<file path="config.mk">
export PLATFORM = sky130hd
export DESIGN_NAME = score_display_ctrl
export DESIGN_NICKNAME = d
export VERILOG_FILES = /design/src/rtl/score_display_ctrl.sv
export SDC_FILE = /design/constraint.sdc
export NUM_CORES = 1
export LEC_CHECK = 0
export BUFFER_PORTS_ARGS = -buffer_cell sky130_fd_sc_hd__buf_2
export CAP_MARGIN = 20
export CORE_UTILIZATION = 59
export DETAILED_ROUTE_END_ITERATION = 8
export GPL_ROUTABILITY_DRIVEN = 0
export PLACE_DENSITY = 0.77
export SYNTH_ARGS = -nofsm -noshare
export SYNTH_HDL_FRONTEND = slang
export SYNTH_SLANG_ARGS = --single-unit
</file>
<file path="constraint.sdc">
create_clock -name clk -period 4.8 [get_ports clk]
set_input_delay 0.24 -clock clk [delete_from_list [all_inputs] [get_ports clk]]
set_output_delay 0.24 -clock clk [all_outputs]
set_load 0.1 [all_outputs]
</file>
<file path="src/rtl/score_display_ctrl.sv">
// Score keeper with a sequential double-dabble BCD converter and a blinking 7-segment display.
// Optional macro SCORE_LZB_EN blanks leading zero digits on seg (bcd is unaffected).
module score_display_ctrl #(
  parameter int SCORE_W    = 7,
  parameter int NUM_DIGITS = 2,
  parameter int MAX_SCORE  = 99,
  parameter int BLINK_DIV  = 100
) (
  input  logic                    clk,
  input  logic                    nRst,
  input  logic                    goodColl,
  input  logic                    badColl,
  output logic [SCORE_W-1:0]      dispScore,
  output logic                    isGameComplete,
  output logic                    isGameOver,
  output logic [4*NUM_DIGITS-1:0] bcd,
  output logic [7*NUM_DIGITS-1:0] seg,
  output logic                    busy
);

  localparam int BCD_W   = 4 * NUM_DIGITS;
  localparam int CNT_W   = $clog2(SCORE_W);
  localparam int BLINK_W = $clog2(BLINK_DIV);

  typedef enum logic [1:0] {S_IDLE, S_SHIFT, S_DONE} state_t;

  function automatic logic [BCD_W-1:0] dd_adjust(input logic [BCD_W-1:0] v);
    logic [BCD_W-1:0] r;
    r = v;
    for (int d = 0; d < NUM_DIGITS; d++) begin
      if (r[4*d +: 4] >= 4'd5) r[4*d +: 4] = r[4*d +: 4] + 4'd3;
    end
    return r;
  endfunction

  function automatic logic [6:0] seg7(input logic [3:0] n);
    case (n)
      4'd0:    seg7 = 7'b0111111;
      4'd1:    seg7 = 7'b0000110;
      4'd2:    seg7 = 7'b1011011;
      4'd3:    seg7 = 7'b1001111;
      4'd4:    seg7 = 7'b1100110;
      4'd5:    seg7 = 7'b1101101;
      4'd6:    seg7 = 7'b1111101;
      4'd7:    seg7 = 7'b0000111;
      4'd8:    seg7 = 7'b1111111;
      4'd9:    seg7 = 7'b1101111;
      default: seg7 = 7'b0000000;
    endcase
  endfunction

  logic                     r_good_d, r_bad_d;
  logic [SCORE_W-1:0]       r_score;
  logic                     r_complete, r_over;
  logic                     w_good_edge, w_bad_edge;
  logic [SCORE_W-1:0]       w_inc;

  state_t                   r_state, w_state_nxt;
  logic [SCORE_W-1:0]       r_bin, r_cap, r_last;
  logic [BCD_W-1:0]         r_scratch, r_bcd;
  logic [CNT_W-1:0]         r_cnt;
  logic                     r_busy;
  logic                     w_start;
  logic [BCD_W+SCORE_W-1:0] w_dd;

  logic [BLINK_W-1:0]       r_blink_cnt;
  logic                     r_phase;
  logic [NUM_DIGITS-1:0]    w_blank;
  logic                     w_blank_all;
  logic [7*NUM_DIGITS-1:0]  w_seg;

  assign w_good_edge = goodColl & ~r_good_d;
  assign w_bad_edge  = badColl & ~r_bad_d;
  assign w_inc       = r_score + SCORE_W'(1);

  always_ff @(posedge clk) begin
    if (!nRst) begin
      r_good_d   <= 1'b0;
      r_bad_d    <= 1'b0;
      r_score    <= '0;
      r_complete <= 1'b0;
      r_over     <= 1'b0;
    end else begin
      r_good_d <= goodColl;
      r_bad_d  <= badColl;
      // badColl takes priority; once a flag is up the score is frozen
      if (!r_over && !r_complete) begin
        if (w_bad_edge) begin
          r_over <= 1'b1;
        end else if (w_good_edge) begin
          r_score <= w_inc;
          if (w_inc == SCORE_W'(MAX_SCORE)) r_complete <= 1'b1;
        end
      end
    end
  end

  assign w_start = (r_score != r_last);
  assign w_dd    = {dd_adjust(r_scratch), r_bin} << 1;

  always_ff @(posedge clk) begin
    if (!nRst) r_state <= S_IDLE;
    else       r_state <= w_state_nxt;
  end

  always_comb begin
    w_state_nxt = r_state;
    case (r_state)
      S_IDLE:  if (w_start) w_state_nxt = S_SHIFT;
      S_SHIFT: if (r_cnt == CNT_W'(SCORE_W - 1)) w_state_nxt = S_DONE;
      S_DONE:  w_state_nxt = S_IDLE;
      default: w_state_nxt = S_IDLE;
    endcase
  end

  // Working registers need no reset: they are always loaded on entry to SHIFT
  always_ff @(posedge clk) begin
    if (r_state == S_IDLE && w_start) begin
      r_bin     <= r_score;
      r_cap     <= r_score;
      r_scratch <= '0;
      r_cnt     <= '0;
    end else if (r_state == S_SHIFT) begin
      r_scratch <= w_dd[BCD_W+SCORE_W-1:SCORE_W];
      r_bin     <= w_dd[SCORE_W-1:0];
      r_cnt     <= r_cnt + CNT_W'(1);
    end
  end

  always_ff @(posedge clk) begin
    if (!nRst) begin
      r_bcd  <= '0;
      r_last <= '0;
      r_busy <= 1'b0;
    end else begin
      case (r_state)
        S_IDLE:  if (w_start) r_busy <= 1'b1;
        S_DONE: begin
          r_bcd  <= r_scratch;
          r_last <= r_cap;
          r_busy <= 1'b0;
        end
        default: ;
      endcase
    end
  end

  always_ff @(posedge clk) begin
    if (!nRst) begin
      r_blink_cnt <= '0;
      r_phase     <= 1'b1;
    end else if (r_blink_cnt == BLINK_W'(BLINK_DIV - 1)) begin
      r_blink_cnt <= '0;
      r_phase     <= ~r_phase;
    end else begin
      r_blink_cnt <= r_blink_cnt + BLINK_W'(1);
    end
  end

`ifdef SCORE_LZB_EN
  logic w_lead;
  always_comb begin
    w_blank = '0;
    w_lead  = 1'b1;
    for (int d = NUM_DIGITS - 1; d >= 1; d--) begin
      if (w_lead && (r_bcd[4*d +: 4] == 4'd0)) w_blank[d] = 1'b1;
      else                                     w_lead     = 1'b0;
    end
  end
`else
  assign w_blank = '0;
`endif

  assign w_blank_all = (r_over | r_complete) & ~r_phase;

  always_comb begin
    w_seg = '0;
    for (int d = 0; d < NUM_DIGITS; d++) begin
      if (!w_blank[d] && !w_blank_all) w_seg[7*d +: 7] = seg7(r_bcd[4*d +: 4]);
    end
  end

  assign dispScore      = r_score;
  assign isGameComplete = r_complete;
  assign isGameOver     = r_over;
  assign bcd            = r_bcd;
  assign seg            = w_seg;
  assign busy           = r_busy;

endmodule
</file>
==> flow_summary.json, run 1 <==
{
  "status": "finished, final reports clean",
  "synthArstFlopShare": 0,
  "synthSimpleGateAreaFrac": 0.1804,
  "syn_nets": 379,
  "path_class": "register to register",
  "ys_ff_latch": 76,
  "fin_cells": 459,
  "cpPeakStageDelay_ns": 0.72,
  "placed_cell_area_mm2": 0.003762,
  "port_buffers": 35,
  "ant_nets": 0,
  "postSynthCellCount": 354,
  "synth_top_family_by_area": "simple AND/OR/NAND/NOR gates",
  "ys_types": 46,
  "cts.sinks": 76,
  "stdcell_area_mm2": 0.003944,
  "post-dp-hpwl_um": 4349,
  "synth_mux_area_frac": 0.05066,
  "clk_pin_slew_ns": 0.09,
  "avgSynthCellArea_um2": 10.19,
  "crit_buf_inv": 1,
  "slew_headroom": 0.4009,
  "ys.flop_type": "dfxtp_1",
  "synthTopCellsByArea": "dfxtp_1 (34%), edfxtp_1 (12%), ha_1 (7.3%)",
  "grt_max_degree": 48,
  "setup_tns_ns": 0,
  "final_common_cell": "dfxtp_1",
  "cts_resized": 0,
  "num-nets-final": 404,
  "powerDensity_mw_per_mm2": 345.9,
  "clock_path_buffers": 2,
  "syn2layout_area_growth_pct": 9.368,
  "setup-violations-final": 0,
  "layout_common_cells": "dfxtp_1 (62), buf_2 (35), nand2_1 (32)",
  "ys_seq_area_frac": 0.4608,
  "dr.pass1.iters": 4,
  "grt_pass1_wl_um": 10260,
  "r2r_slack_ns": 2.60,
  "die_w_um": 80.18,
  "yosysWarnings": 0,
  "dieArea_mm2": 0.006428,
  "crit_chain": "nand2b_1 > a31o_2 > inv_1 > ha_1 > mux2i_1 > o22ai_1",
  "critPathLaunchType": "register",
  "fin_crit_sh": 0.4585,
  "pin_count": 36,
  "cp_slowest_cell": "nand2b_1",
  "grt_pass1_vias": 2158,
  "power.total_w": 0.001364,
  "num_antenna_cells": 0,
  "min-delay-path-class": "input port to register",
  "crit_required_ns": 5.03,
  "cts_tree": "yes",
  "hold_buffers": 0,
  "worstPathMaxFanout": 16,
  "synth_compound_area_frac": 0.1280,
  "drive_gt1_frac": 0.2083,
  "min_period_ns": 2.201,
  "drc_errors": 0,
  "critPathLaunch": "r_state[0]$_SDFFE_PN0P_",
  "post_cts_buffers": 0,
  "clkLatencyLatePin_ns": 0.35,
  "synth_edf_count": 14,
  "synth_fa_ha_area_frac": 0.07287,
  "vias": 2500,
  "synth-xor-area-share": 0.05829,
  "synth_top_area_share": 0.3442,
  "fmax_mhz": 454.3,
  "reg2regPathDepth": 6,
  "rows": 28,
  "worstMarginPinSlew_ns": 0.8969,
  "maxCapViolCount": 0,
  "synth_top_cell_by_area": "dfxtp_1",
  "ir_drop_mv": 0.2845,
  "fillerInstances": 469,
  "htreeDepth": 3,
  "p_leak_nw": 1.632,
  "placed_cells": 443,
  "core-area_mm2": 0.005921,
  "clock_skew_ns": 0.008647,
  "slew_violations": 0,
  "cp-end-kind": "register",
  "initial_utilization": 0.6090,
  "dr.first_iter.drc_count": 89,
  "post_drt_wl_per_cell_um": 13.75,
  "timing.rr.start": "r_state[0]$_SDFFE_PN0P_",
  "rsz0062_at_grt": "no",
  "path_delay_family": "simple AND/OR/NAND/NOR gates",
  "hold_viol": 0,
  "cp.depth": 6,
  "grt_overflow": 0,
  "post_drt_via_cell_ratio": 5.447,
  "cts_root_buffer": "clkbuf_8",
  "numCtsBuffers": 9,
  "routed_wl_um": 6312,
  "antenna_found_initial": 0,
  "die_y_um": 80.18,
  "arrival_ns": 2.43,
  "grt_util_all_layers": 0.2142,
  "netlist_area_mm2": 0.003606
}
-- worst min-delay path by stage --
stage / cells past startpoint / from / to / slack [ns]
floorplan: 1 / badColl / r_bad_d$_SDFF_PN0_ / 0.37
CTS: 2 / goodColl / r_good_d$_SDFF_PN0_ / 0.08
global route: 2 / goodColl / r_good_d$_SDFF_PN0_ / 0.09
finish: 2 / goodColl / r_good_d$_SDFF_PN0_ / 0.09
global placement: 1 / r_blink_cnt[0]$_SDFF_PP0_ / r_blink_cnt[0]$_SDFF_PP0_ / 0.43
detailed placement: 1 / r_blink_cnt[0]$_SDFF_PP0_ / r_blink_cnt[0]$_SDFF_PP0_ / 0.43
-- Yosys cell counts (2+ instances only) --
cell       n
nand2_1   32
nand3_1   12
edfxtp_1  14
a31oi_4    4
o22a_1     2
o21ai_0    4
inv_1     14
ha_1      21
nor3_1     3
nand2b_1   6
a31o_2     7
mux2i_1    4
clkbuf_1  11
buf_2      6
mux2_2    10
xor2_1     5
a22oi_1    2
and4b_1    6
mux2_4     2
nor2_1    18
xnor2_1   19
nand4_1    4
nor2b_1    3
buf_6      3
inv_2      3
o21a_1     2
or3_1      2
dfxtp_1   62
o22ai_1   10
and2_1    27
a21boi_0   8
a31oi_1    3
and3_1     4
a21oi_1    9
-- stage by stage --
step	util	setup slack, ns	hold WS (ns)
final	0.6661	2.599	0.09327
after global routing	0.6661	2.437	0.09226
after CTS	0.6661	2.564	0.07997
after detailed placement	0.6355	2.587	0.4313
after global placement	0.6355	2.648	0.4252
after floorplan	-	2.281	0.3673
-- power breakdown --
part	total (W)	switching (W)	internal, W
Sequential	0.000743	0.0000376	0.000705
Combinational	0.000168	0.000107	0.0000618
Clock	0.000453	0.000258	0.000195
-- metal layers --
metal	GRT usage	share of wire	vias to the layer above
met2	0.3162	0.46	62
met3	0.05795	0.040	10
li1	-	-	1268
met4	0.1089	0.018	0
met5	0	0	-
met1	0.2864	0.48	1160
-- kinds of logic after synthesis --
family / Yosys count
flip-flops: 76
buffers and inverters: 38
AO/OA/AOI/OAI: 58
adder cells (fa/ha/maj): 21
XOR/XNOR: 24
multiplexers: 16
AND/OR/NAND/NOR: 121
-- layout make-up --
class	count	area (um2)	share of cell area
Inverter	17	63.81	0.01618
Multi-Input combinational cell	240	1768	0.4483
Clock inverter	7	57.56	0.01459
Sequential cell	76	1662	0.4213
Tap cell	75	93.84	0.02379
Timing Repair Buffer	35	175.2	0.04442
Clock buffer	9	123.9	0.03141
Note: power is estimated with default switching activity, not from simulation.
==> run 2: changes to the inputs <==
- ABC_AREA: unset -> 1
- CORE_UTILIZATION: 59 -> 53
- PLACE_DENSITY: 0.77 -> 0.73
- clock period: 4.8 -> 1.85 ns (I/O delays scaled with it)
==> run 2 against run 1 <==
- the run now ends with design-rule violations left
- synthesized cell count increased by 31%
- via count is 16% higher
- clock skew shrank 0.0013 ns
- global-route usage decreased by 1.3 points
- cell area increased by 6.9%
- clock power rose to 2.8 times the previous value
==> flow_summary.json, run 2 <==
{
  "status": "complete, but fails checks",
  "violations": "design-rule violations",
  "netlist_area_mm2": 0.003636,
  "m1WireLength_um": 3132,
  "ir_drop_mv": 0.6564,
  "synth_mux_area_frac": 0,
  "clkLatencyLatePin_ns": 0.35,
  "routed_wl_um": 6719,
  "met3RoutedLength_um": 332,
  "synth_edf_count": 14,
  "setup-violations-final": 0,
  "grt_overflow": 0,
  "synth_compound_area_frac": 0.08121,
  "cts_root_buffer": "clkbuf_8",
  "dieArea_mm2": 0.007195,
  "yosysMostFrequentCell": "nand2_1",
  "arrival_ns": 1.63,
  "fin_cells": 596,
  "clk_pin_slew_ns": 0.08,
  "reg2regPathDepth": 9,
  "layout_common_cells": "nand2_1 (105), inv_1 (62), nor2_1 (62)",
  "maxCapViolCount": 0,
  "min-delay-path-class": "input port to register",
  "routed.top_layer": "met4",
  "synth_top_family_by_area": "simple AND/OR/NAND/NOR gates",
  "path_class": "register to primary output",
  "cp-end-kind": "primary output",
  "pin_count": 36,
  "p_leak_nw": 2.087,
  "worstMarginPinSlew_ns": 0.4855,
  "drive_gt1_frac": 0.2197,
  "dr_wl_met2_um": 3151,
  "core-area_mm2": 0.006495,
  "fmax_mhz": 580.8,
  "cts.sinks": 76,
  "cts_tree": "yes",
  "hold_viol": 0,
  "synthArstFlopShare": 0,
  "postSynthCellCount": 465,
  "synth_fa_ha_area_frac": 0.07226,
  "dr.pass1.iters": 7,
  "htreeDepth": 3,
  "clock_path_buffers": 2,
  "avgSynthCellArea_um2": 7.819,
  "ys_types": 35,
  "post_drt_wl_per_cell_um": 11.27,
  "crit_required_ns": 1.76,
  "synth_top_cell_by_area": "dfxtp_1",
  "synthTopCellsByArea": "dfxtp_1 (34%), edfxtp_1 (12%), nand2_1 (11%)",
  "synth_top_area_share": 0.3414,
  "dr.first_iter.drc_count": 124,
  "ys_seq_area_frac": 0.4570,
  "grt_util_all_layers": 0.2012,
  "initial_utilization": 0.5598,
  "grt_pass1_wl_um": 11240,
  "port_buffers": 35,
  "die_w_um": 84.83,
  "synth-xor-area-share": 0.02650,
  "ant_nets": 0,
  "vias": 2906,
  "ys.flop_type": "dfxtp_1",
  "post-dp-hpwl_um": 4804,
  "placed_cells": 575,
  "final_core_util": 0.6490,
  "num_antenna_cells": 0,
  "whs_path_depth": 3,
  "grt_max_degree": 16,
  "rows": 29,
  "critPathLaunchType": "register",
  "clock_skew_ns": 0.007391,
  "drc_errors": 6,
  "synth_common_cells": "nand2_1 (106), nor2_1 (76), dfxtp_1 (62), inv_1 (62), o21ai_0 (27)",
  "dp_slack_ns": 0.1362,
  "ys_ff_latch": 76,
  "setup_ws_ns": 0.1281,
  "slew_violations": 0,
  "synthSimpleGateAreaFrac": 0.2670,
  "syn_nets": 490,
  "syn2layout_area_growth_pct": 15.93,
  "num-nets-final": 539,
  "grt_pass1_vias": 2551,
  "numCtsBuffers": 9,
  "worstPathMaxFanout": 14,
  "powerDensity_mw_per_mm2": 897.8,
  "fin_crit_sh": 0.9307,
  "slew_headroom": 0.6786,
  "min_period_ns": 1.722,
  "final_common_cell": "nand2_1",
  "yosysWarnings": 0,
  "die_y_um": 84.83,
  "antenna_found_initial": 0,
  "post_drt_via_cell_ratio": 4.876
}
run 2: where the power goes:
group / total (W) / internal [W] / leakage [nW] / switching (W)
registers: 0.00195 / 0.00187 / 0.654 / 0.0000853
logic: 0.000578 / 0.000156 / 1.32 / 0.000422
clock network: 0.00125 / 0.000646 / 0.110 / 0.000609
total: 0.00378 / 0.00267 / 2.09 / 0.00112
run 2: final cells by class:
class                           count  area [um2]
Clock inverter                      5       30.03
Multi-Input combinational cell    309        1673
Clock buffer                       11       173.9
Sequential cell                    76        1685
Fill cell                         564        2280
Inverter                           67       251.5
Tap cell                           77       96.34
Timing Repair Buffer               51       305.3
run 2: logic make-up after synthesis:
family,count (synthesis)
fa+ha+maj,21
flops,76
simple gates,223
buf+inv,80
compound gates,54
xor+xnor,11
run 2: path summary, 6_finish.rpt:
kind | start | end | slack [ns]
worst max-delay path | isGameOver$_SDFFE_PN0P_ | seg[8] | 0.13
worst min-delay path | nRst | r_bad_d$_SDFF_PN0_ | 0.07
worst max register to register | r_state[0]$_SDFFE_PN0P_ | register | 0.17
worst min register to register | r_blink_cnt[0]$_SDFF_PP0_ | r_blink_cnt[0]$_SDFF_PP0_ | 0.45
run 2: critical path, cell delays in order (launching register included):
cell	delay (ns)
dfxtp_2	0.34
nor2_1	0.15
nor2_1	0.06
buf_4	0.20
nor2_2	0.09
buf_2	0.42
run 2: what timing repair did:
action | CTS | global route
setup buffers | 0 | 3
hold buffers | 2 | 0
endpoints found under the setup margin | 0 | 4
hold endpoints to repair | 2 | 0
gates resized for setup | 0 | 3
run 2: routing by layer:
| layer | vias to the layer above | global-route usage |
|---|---|---|
| met3 | 8 | 0.05253 |
| met5 | - | 0 |
| met4 | 0 | 0.07858 |
| li1 | 1552 | - |
| met2 | 64 | 0.3415 |
| met1 | 1282 | 0.2456 |
run 2: per-stage QoR:
stage | instance area, um2 | hold slack [ns] | TNS (ns) | power [W]
2_1_floorplan | 3704 | 0.1901 | -0.9647 | 0.002435
3_3_place_gp | 3959 | 0.2876 | 0 | 0.002537
3_5_place_dp | 3959 | 0.2990 | 0 | 0.002562
4_1_cts | 4183 | 0.05505 | 0 | 0.003802
5_1_grt | 4215 | 0.07218 | -0.0004896 | 0.003966
6_report | 4215 | 0.07485 | 0 | 0.003784
==> run 3: changes to the inputs <==
--- a/config.mk
+++ b/config.mk
@@ -9,8 +9,8 @@
 export BUFFER_PORTS_ARGS = -buffer_cell sky130_fd_sc_hd__buf_2
 export CAP_MARGIN = 20
-export CORE_UTILIZATION = 53
+export CORE_UTILIZATION = 59
 export DETAILED_ROUTE_END_ITERATION = 8
 export GPL_ROUTABILITY_DRIVEN = 0
-export PLACE_DENSITY = 0.73
+export PLACE_DENSITY = 0.77
 export SYNTH_ARGS = -nofsm -noshare
 export SYNTH_HDL_FRONTEND = slang
==> constraint.sdc (replaced) <==
create_clock -name clk -period 2.1 [get_ports clk]
set_input_delay 0.105 -clock clk [delete_from_list [all_inputs] [get_ports clk]]
set_output_delay 0.105 -clock clk [all_outputs]
set_load 0.05 [all_outputs]
==> run 3 against run 2 <==
- the run now ends clean
- register-to-register slack better by 0.04 ns
- total power down 10%
- wire length increased by 4.1%
- sequential power shrank 13%
- clock power barely moved
- cell area down 1.9%
- worst hold slack improved by 0.13 ns
- non-clock buffer count down 2
- via count is 0.65% higher
- largest cell class unchanged
- sequential share of layout area is 0.21 points higher
- utilization increased by 4.9 points
==> flow_summary.json, run 3 (synthesis gave the netlist of run 2 again) <==
{
  "hold_buffers": 2,
  "final_common_cell": "nand2_1",
  "timing.rr.start": "r_state[1]$_SDFFE_PN0P_",
  "slew_headroom": 0.4613,
  "routed_wl_um": 6992,
  "setup-violations-final": 0,
  "grt_pass1_wl_um": 11550,
  "num-nets-final": 537,
  "cts_root_buffer": "clkbuf_8",
  "placed_cell_area_mm2": 0.003897,
  "cpPeakStageDelay_ns": 0.43,
  "path_delay_family": "simple AND/OR/NAND/NOR gates",
  "status": "finished, final reports clean",
  "clkLatencyLatePin_ns": 0.35,
  "layout_common_cells": "nand2_1 (106), nor2_1 (76), inv_1 (62), dfxtp_1 (62), buf_2 (35)",
  "path_class": "register to register",
  "crit_chain": "inv_2 > nor2_4 > nor2_1 > nor2_1 > inv_1 > ha_1 > o21ai_0 > nand2_1",
  "slew_violations": 0,
  "die_w_um": 80.50,
  "htreeDepth": 3,
  "rows": 28,
  "dr.first_iter.drc_count": 131,
  "post_drt_via_cell_ratio": 4.941,
  "min-delay-path-class": "input port to register",
  "critPathLaunchType": "register",
  "hold_viol": 0,
  "powerDensity_mw_per_mm2": 822.1,
  "pin_count": 36,
  "drive_gt1_frac": 0.1586,
  "cts_tree": "yes",
  "initial_utilization": 0.6141,
  "cts.sinks": 76,
  "numCtsBuffers": 9,
  "cp-end-kind": "register",
  "clock_skew_ns": 0.006345,
  "grt_overflow": 0,
  "post_drt_wl_per_cell_um": 11.81,
  "fmax_mhz": 530.4,
  "setup_tns_ns": 0,
  "rsz0062_at_grt": "no",
  "power.total_w": 0.003399,
  "cts_resized": 0,
  "grt_pass1_vias": 2603,
  "clock_path_buffers": 2,
  "syn2layout_area_growth_pct": 13.70,
  "maxCapViolCount": 0,
  "die_y_um": 80.50,
  "drc_errors": 0,
  "port_buffers": 35,
  "arrival_ns": 2.12,
  "crit_required_ns": 2.33,
  "worstHoldStart": "nRst",
  "crit_buf_inv": 2,
  "p_leak_nw": 2.042,
  "final_core_util": 0.6982,
  "core-area_mm2": 0.005921,
  "worstMarginPinSlew_ns": 0.8051,
  "num_antenna_cells": 0,
  "post_cts_buffers": 0,
  "min_period_ns": 1.885,
  "stdcell_area_mm2": 0.004134,
  "vias": 2925,
  "ant_nets": 0,
  "dieArea_mm2": 0.006480,
  "dr.pass1.iters": 4,
  "antenna_found_initial": 0,
  "clk_pin_slew_ns": 0.08,
  "worstPathMaxFanout": 15,
  "cp_common_cell": "nor2_1",
  "grt_util_all_layers": 0.2343,
  "grt_max_degree": 19,
  "ir_drop_mv": 0.8313,
  "fin_crit_sh": 0.8978,
  "critPathLaunch": "r_state[1]$_SDFFE_PN0P_",
  "cp_slowest_cell": "dfxtp_1",
  "post-dp-hpwl_um": 5006
}
[run 3: cell count changes in the layout (fill, tap and decap cells not counted), sizes merged]
cell	change
bufinv	+2
buf	-1
clkinv	-1
dlymetal6s2s	-1
inv	-1
[run 3: path summary, 6_finish.rpt]
check | end | slack [ns] | cells after the start
max | register | 0.21 | 8
min | r_good_d$_SDFF_PN0_ | 0.20 | 4
max reg2reg | register | 0.21 | 8
min reg2reg | r_blink_cnt[0]$_SDFF_PP0_ | 0.45 | 1
[run 3: where the power goes]
group	switching (W)	internal (W)
clock network	0.000524	0.000696
registers	0.0000614	0.00164
logic	0.000330	0.000145
total	0.000915	0.00248
[run 3: through the flow]
| step | setup WS, ns | instances | hold slack, ns |
|---|---|---|---|
| floorplan | 0.1521 | 465 | 0.2026 |
| global placement | 0.3232 | 574 | 0.2997 |
| detailed placement | 0.2398 | 574 | 0.3110 |
| CTS | 0.1852 | 592 | 0.1892 |
| global route | 0.08951 | 592 | 0.2116 |
| finish | 0.2145 | 592 | 0.2018 |
[run 3: layer usage]
layer  wire length [um]  vias to the layer above  track usage
li1                   -                     1545            -
met1               3286                     1296       0.2939
met2               3249                       69       0.3881
met3                288                       15      0.03864
met4                167                        0       0.1143
met5                  0                        -            0
[run 3: area by class of cell]
cell class | instances | area, um2
timing repair buffer | 49 | 285.3
tap | 75 | 93.84
sequential | 76 | 1662
clock inverter | 5 | 75.07
inverter | 67 | 251.5
fill | 487 | 1787
clock buffer | 11 | 141.4
multi-input combinational | 309 | 1625
[run 3: worst reg2reg max path: stages, from the launching register on]
cell,delay (ns)
dfxtp_1,0.43
inv_2,0.07
nor2_4,0.31
nor2_1,0.10
nor2_1,0.16
inv_1,0.11
ha_1,0.30
o21ai_0,0.21
nand2_1,0.08
